[config.mk]
export PLATFORM = sky130hd
export DESIGN_NAME = regfile_write_arbiter
export DESIGN_NICKNAME = d
export VERILOG_FILES = /design/src/rtl/regfile_write_arbiter.sv
export SDC_FILE = /design/constraint.sdc
export NUM_CORES = 1
export LEC_CHECK = 0
export ABC_CLOCK_PERIOD_IN_PS = 2900
export CAP_MARGIN = 20
export CORE_MARGIN = 2
export CORE_UTILIZATION = 46
export CTS_CLUSTER_SIZE = 12
export DETAILED_ROUTE_END_ITERATION = 12
export GPL_ROUTABILITY_DRIVEN = 0
export GPL_TIMING_DRIVEN = 0
export PLACE_DENSITY = 0.81
export SKIP_CTS_REPAIR_TIMING = 1
export SYNTH_ARGS = -nofsm -noshare
export SYNTH_HDL_FRONTEND = slang
export SYNTH_SLANG_ARGS = --single-unit
[constraint.sdc]
create_clock -name clk -period 2.9 [get_ports clk]
set_clock_uncertainty 0.1 [all_clocks]
set_input_delay 0.58 -clock clk [delete_from_list [all_inputs] [get_ports clk]]
set_output_delay 0.58 -clock clk [all_outputs]
set_load 0.01 [all_outputs]
[src/rtl/regfile_write_arbiter.sv]
// Write-port arbiter for the 32x32 register file: WB / mult-div / debug sharing,
// busy-register scoreboard for in-flight mult-div results, and starvation stall.
module regfile_write_arbiter #(
    parameter int DWIDTH   = 32,
    parameter int AWIDTH   = 5,
    parameter int MAX_WAIT = 4
) (
    input  logic              clk,
    input  logic              rst,
    input  logic              wb_w,
    input  logic [AWIDTH-1:0] wb_addr,
    input  logic [DWIDTH-1:0] wb_data,
    input  logic              mc_valid,
    input  logic [AWIDTH-1:0] mc_addr,
    input  logic [DWIDTH-1:0] mc_data,
    output logic              mc_ready,
    input  logic              dbg_req,
    input  logic [AWIDTH-1:0] dbg_addr,
    input  logic [DWIDTH-1:0] dbg_data,
    output logic              dbg_ack,
    input  logic              iss_valid,
    input  logic [AWIDTH-1:0] iss_addr,
    input  logic [AWIDTH-1:0] chk_rs,
    input  logic [AWIDTH-1:0] chk_rt,
    input  logic [AWIDTH-1:0] chk_rd,
    output logic              hazard,
    output logic              force_stall,
    output logic              issue_err,
    output logic              w,
    output logic [AWIDTH-1:0] w_addr_reg,
    output logic [DWIDTH-1:0] w_data_reg
);

    localparam int NREG = 1 << AWIDTH;
    localparam int CW   = $clog2(MAX_WAIT + 1);
    localparam logic [CW-1:0] CNT_MAX = CW'(MAX_WAIT);

    typedef enum logic {NORMAL, STARVE} state_t;

    state_t            state_q;
    logic              force_stall_q;
    logic [CW-1:0]     cnt_q, cnt_d;
    logic [NREG-1:0]   busy_q, busy_d;
    logic              err_q, err_d;
    logic              w_q, w_d;
    logic              src_mc_q, src_mc_d;
    logic [AWIDTH-1:0] w_addr_q, w_addr_d;
    logic [DWIDTH-1:0] w_data_q, w_data_d;

    logic wb_g, mc_g, dbg_g, any_g;
    logic [AWIDTH-1:0] sel_addr;
    logic [DWIDTH-1:0] sel_data;
    logic clr, set, already;

    // WB loses its priority entirely while MC is being rescued from starvation
    always_comb begin
        wb_g  = wb_w && (state_q == NORMAL);
        mc_g  = mc_valid && !wb_g;
        dbg_g = dbg_req && !wb_g && !mc_valid;
        any_g = wb_g || mc_g || dbg_g;
    end

    assign mc_ready = mc_g;
    assign dbg_ack  = dbg_g;

    always_comb begin
        sel_addr = dbg_addr;
        sel_data = dbg_data;
        if (wb_g) begin
            sel_addr = wb_addr;
            sel_data = wb_data;
        end else if (mc_g) begin
            sel_addr = mc_addr;
            sel_data = mc_data;
        end
    end

    always_comb begin
        w_d      = any_g && (sel_addr != '0);
        src_mc_d = mc_g && (mc_addr != '0);
        w_addr_d = any_g ? sel_addr : w_addr_q;
        w_data_d = any_g ? sel_data : w_data_q;
    end

    // A register being released this cycle may be re-reserved at once
    always_comb begin
        clr     = w_q && src_mc_q;
        set     = iss_valid && (iss_addr != '0);
        already = busy_q[iss_addr] && !(clr && (w_addr_q == iss_addr));
        busy_d  = busy_q;
        if (clr) busy_d[w_addr_q] = 1'b0;
        if (set && !already) busy_d[iss_addr] = 1'b1;
        busy_d[0] = 1'b0;
        err_d   = set && already;
    end

    always_comb begin
        cnt_d = cnt_q;
        if (!mc_valid || mc_g) cnt_d = '0;
        else if (cnt_q != CNT_MAX) cnt_d = cnt_q + 1'b1;
    end

    assign hazard = busy_q[chk_rs] | busy_q[chk_rt] | busy_q[chk_rd];

    always_ff @(posedge clk) begin
        if (rst) begin
            state_q       <= NORMAL;
            force_stall_q <= 1'b0;
        end else begin
            unique case (state_q)
                NORMAL: if (cnt_d == CNT_MAX) begin
                    state_q       <= STARVE;
                    force_stall_q <= 1'b1;
                end
                STARVE: if (mc_g) begin
                    state_q       <= NORMAL;
                    force_stall_q <= 1'b0;
                end
                default: begin
                    state_q       <= NORMAL;
                    force_stall_q <= 1'b0;
                end
            endcase
        end
    end

    always_ff @(posedge clk) begin
        if (rst) begin
            cnt_q    <= '0;
            busy_q   <= '0;
            err_q    <= 1'b0;
            w_q      <= 1'b0;
            src_mc_q <= 1'b0;
            w_addr_q <= '0;
            w_data_q <= '0;
        end else begin
            cnt_q    <= cnt_d;
            busy_q   <= busy_d;
            err_q    <= err_d;
            w_q      <= w_d;
            src_mc_q <= src_mc_d;
            w_addr_q <= w_addr_d;
            w_data_q <= w_data_d;
        end
    end

    assign force_stall = force_stall_q;
    assign issue_err   = err_q;
    assign w           = w_q;
    assign w_addr_reg  = w_addr_q;
    assign w_data_reg  = w_data_q;

endmodule

* Word level (Yosys, flattened, before mapping) *
Index checks and enable logic that the tools add are counted.

word-level totals
  flip-flop bits (word level) = 77
  input port bits = 137
  output and inout bits = 43
  logic and storage cells = 80

operators by class
  add/sub/neg operators = 1
  $lt $le $gt $ge = 7
  equality and inequality tests = 5
  multiplexer cells = 26
  bitwise gates (word level) = 6
  reductions and logical operators = 25

operators by type and width
  operator                                                                              number
  32-bit 2-to-1 mux                                                                     4
  32-bit AND                                                                            1
  32-bit inverter                                                                       1
  32-bit OR                                                                             1
  5-bit by 6-bit < comparator with 1-bit output (second input constant)                 5
  1-bit binary-select mux with 5-bit select                                             4
  5-bit nonzero test                                                                    3
  1-bit logical AND                                                                     14
  1-bit demux with 5-bit select                                                         2
  5-bit by 1-bit greater-or-equal comparator with 1-bit output (second input constant)  2
  1-bit 2-to-1 mux                                                                      10
  5-bit 2-to-1 mux                                                                      2
  3-bit 2-to-1 mux                                                                      2
  5-bit == test                                                                         1
  1-bit logical NOT                                                                     4
  2-bit by 1-bit inequality test with 1-bit output (second input constant)              2
  1-bit case mux with 2 select lines                                                    2
  3-bit by 1-bit adder with 3-bit output (second input constant)                        1
  3-bit == test (second input constant)                                                 1
  1-bit logical OR                                                                      3
  3-bit inequality test (second input constant)                                         1
  1-bit OR                                                                              2
  2-bit AND reduction                                                                   1
  1-bit inverter                                                                        1

* Depth between registers and ports, before layout *
Gate-level depths: netlist of run 1.

  depth after elaboration = 9
  depth in mapped cells = 8
  depth with buffers taken out = 7

* Worst setup path after synthesis of run 1 *
OpenSTA, ideal clock, no wires.

  kind = input-to-output
  start = input port chk_rt[0]
  end = output port hazard
  arrival = 2.220 ns
  required time = 2.220 ns
  setup slack = 0.000 ns
  cell stages on the path = 6
  buffers on the path = 1
  path through = clkbuf_1 > mux4_2 > nor2b_1 > a2111oi_0 > a2111oi_0 > o2111ai_1

on the way
  longest elaborated chain between the ends = 4

RTL lines
  what                                       line  RTL
  start, declared                            24    input logic [AWIDTH-1:0] chk_rt,
  1-bit binary-select mux with 5-bit select  103   assign hazard = busy_q[chk_rs] | busy_q[chk_rt] | busy_q[chk_rd];
  1-bit 2-to-1 mux (not written as such)     103
  1-bit OR (2 in series)                     103
  end, declared                              26    output logic hazard,

No other way between the ends. The select of a mux whose other input is x is not followed.

* Worst setup path in the final report of run 1 *
  start = register busy_q[27]
  end = output port hazard

on the way
  longest elaborated chain between the ends = 4
  elaborated cells on any way between the ends = 8
  those cells by class = mux: 6; bitwise: 2

RTL lines
  what                                       line  RTL
  start, declared                            43    logic [NREG-1:0] busy_q, busy_d;
  start signal, assigned                     138   busy_q <= busy_d;
  1-bit binary-select mux with 5-bit select  103
  1-bit 2-to-1 mux (not written as such)     103
  1-bit OR                                   103
  1-bit OR *                                 103

Mark *: on every way between the ends. The rest lies on a longest branch, timed or not. The select of a mux whose other input is x is not followed.

==> flow_summary.yaml, run 1 <==
logic_synthesis:
  synth_top_area_share_pct: 29.6
  async_flop_share_pct: 0
  synth.avg_cell_area_um2: 8.42
  synth_common_cells: "dfxtp_1 (76), nand2_1 (76), a21oi_1 (50), nor2_1 (45), clkbuf_1 (40)"
  synth-seq-area-share_pct: 29.6
  yosysTopAreaCell: "dfxtp_1"
  ys_warn_count: 0
  synth_compound_area_share_pct: 23.9
  synth_top_flop_cell: "dfxtp_1"
  ys_top_cells_by_area: "dfxtp_1 (30%), mux4_2 (10%), mux2i_1 (7.6%)"
  synth_edf_count: 0
  netlist_area_mm2: 0.00514
  synth_fa_ha_area_share_pct: 0.487
  synth_top_family_by_area: "compound AO/OA/AOI/OAI gates"
  syn_inst: 610
  synthMuxAreaShare_pct: 19.2
  synthSimpleGateAreaFrac_pct: 19.3
  synth_xor_area_share_pct: 1.02
  synth.distinct_cells: 49
  ys_ff_latch: 76
  syn_nets: 749
layout:
  register_area_mm2: 0.00152
  drive_above_1_share_pct: 10.1
  antennaDiodeCount: 0
  finalNetCount: 924
  largest_reg_flops: 32
  multi_input_area_mm2: 0.00332
  area_growth_pct: 41.7
  nFillCells: 848
timing:
  tightestPinTransition_ns: 0.789
  maxSlewHeadroom_pct: 47.0
  fmax_mhz: 348
  setup_violations: 0
  rsz0062_at_grt: "yes"
  period_needed_ns: 2.88
  tns_ns: 0
  finalHoldViolations: 0
  finalCritPeriodShare_pct: 99.2
  whs_ns: 0.361
  final-max-slew-violation-count: 0
  setup_ws_ns: 0.0237
global_routing:
  use_met3_pct: 8.54
  grt_max_degree: 14
  track_usage_pct: 32.6
  grt-ovfl-total: 0
  antenna_found_initial: 0
  globalRouteMet1Util_pct: 37.8
  use_met2_pct: 55.4
  grt_pass1_wl_mm: 29.9
  first_global_vias: 5936
  busiest_layer: "met2"
critical_path:
  crit_required_ns: 2.22
  arrival_ns: 2.20
  worst_setup_path_end_kind: "primary output"
  rr_worst_depth: 6
  r2r-end: "busy_q[27]"
  cp-start-kind: "flip-flop"
  path_class: "flip-flop to primary output"
  startpoint: "busy_q[27]"
  cp-endpoint: "hazard"
  r2r-start: "w_addr_reg[3]"
  r2r_slack_ns: 0.43
  cp_slowest_stage_delay_ns: 0.49
  cp_max_fo: 5
  crit_chain: "mux4_2 > mux2i_1 > nor3b_1 > nor4_1 > o2111ai_1 > dlymetal6s2s_1"
  slowest_stage: "mux4_2"
floorplan:
  ios: 180
  core_mm2: 0.0109
  die_w_um: 110
  num_rows: 38
  die_height_um: 110
  die_area_mm2: 0.0120
  initial_core_util_pct: 47.2
placed_design:
  pre_cts_slack_ns: -0.749
  place_hpwl_mm: 14.8
  port_buffers: 166
worst_hold_path:
  hold_path_class: "flip-flop to flip-flop"
  min_path_cells: 2
detailed_routing:
  drt-initial-drc-count: 475
  dr.pass1.iters: 8
  via_per_inst: 6.25
  post_drt_wl_per_cell_um: 20.7
  wirelength_mm: 19.3
  drtAntennaViolNets: 0
  vias: 5811
  drc: 0
clocking:
  cts_buffers: 9
  h-tree-depth: 3
  cts_tree: "built"
  cts-root-buf: "clkbuf_8"
  cts_sinks: 76
  clkSlewWorstSetupHoldPaths_ns: 0.08
  insertion_delay_ns: 0.37
  clk_path_buf_depth: 2
power:
  ir_worst_vdd_mv: 0.250
  total_leakage_power_nw: 2.70
  powerDensity_mw_per_mm2: 382
  p_total_mw: 2.78
outcome:
  status: "completed"
run:
  max-cap-violations: 0
worst max-delay path: cells and delay by family (launching register included):
| family | cells | cell delay, ns |
|---|---|---|
| compound gates | 1 | 0.17 |
| buf+inv | 1 | 0.20 |
| flops | 1 | 0.39 |
| mux | 2 | 0.69 |
| simple gates | 2 | 0.39 |
cells in the final DEF, fill, tap and decap left out, types with 4 or more instances in the layout:
cell type / count
xnor2_1: 6
mux2i_1: 39
a32oi_1: 25
nor3_1: 22
or3_1: 7
a21oi_1: 49
clkdlybuf4s50_1: 162
o211a_1: 6
nand2b_1: 7
nand3_1: 8
dfxtp_1: 76
o211ai_1: 18
clkbuf_1: 31
o31ai_1: 30
nand2_1: 76
clkbuf_8: 9
dlymetal6s2s_1: 4
or2_2: 6
nor2_1: 45
o21ai_0: 5
nor3b_1: 6
buf_2: 7
nand3b_1: 7
buf_1: 7
mux4_2: 23
nor2b_1: 5
a221oi_1: 15
mux2_2: 7
inv_1: 22
buf_6: 5
per-layer routing:
metal | vias up | part of all wire, %
li1 | 2642 | -
met1 | 2687 | 37
met2 | 392 | 49
met3 | 90 | 9.8
met4 | 0 | 4.5
met5 | - | 0
stage by stage:
step                      std cells  instance area, um2  utilization (%)
after detailed placement        916                6980             64.1
after floorplan                 610                5140                -
after CTS                       932                7220             66.3
after global placement          916                6970             64.1
after global routing            930                7280             66.9
final                           930                7280             66.9
worst min-delay path by stage:
stage / start / end
3_3_place_gp: w_data_reg[20] / w_data_reg[20]
5_1_grt: w_data_reg[27] / w_data_reg[27]
2_1_floorplan: state_q / force_stall
3_5_place_dp: w_data_reg[21] / w_data_reg[21]
4_1_cts: w_data_reg[21] / w_data_reg[21]
6_report: w_data_reg[16] / w_data_reg[16]
area by class of cell:
class | count | area share [%]
buffer | 55 | 3.69
clock inverter | 7 | 1.58
clock buffer | 9 | 1.70
inverter | 22 | 1.13
timing repair buffer | 166 | 23.0
multi-input combinational | 455 | 45.6
sequential | 76 | 20.9
tap | 140 | 2.41
power breakdown:
group	internal, mW	switching (mW)
Combinational	0.356	0.314
Sequential	1.09	0.0360
Clock	0.568	0.417
Total	2.02	0.767
cells by family (layout without fill, tap and decap cells):
logic type	after synthesis	after routing
XOR/XNOR	6	6
flip-flops	76	76
multiplexers	69	69
buffers and inverters	79	259
AND/OR/NAND/NOR	208	208
AO/OA/AOI/OAI	170	170
adder cells (fa/ha/maj)	2	2
Power figures use the tool's default switching activity.
==> inputs of run 2 (changes only) <==
--- a/config.mk
+++ b/config.mk
@@ -9,7 +9,6 @@
 export CAP_MARGIN = 20
 export CORE_MARGIN = 2
 export CORE_UTILIZATION = 46
-export CTS_CLUSTER_SIZE = 12
 export DETAILED_ROUTE_END_ITERATION = 12
 export GPL_ROUTABILITY_DRIVEN = 0
 export GPL_TIMING_DRIVEN = 0
==> results of run 2 <==
Final layout, timing and power as in run 1 (identical DEF).
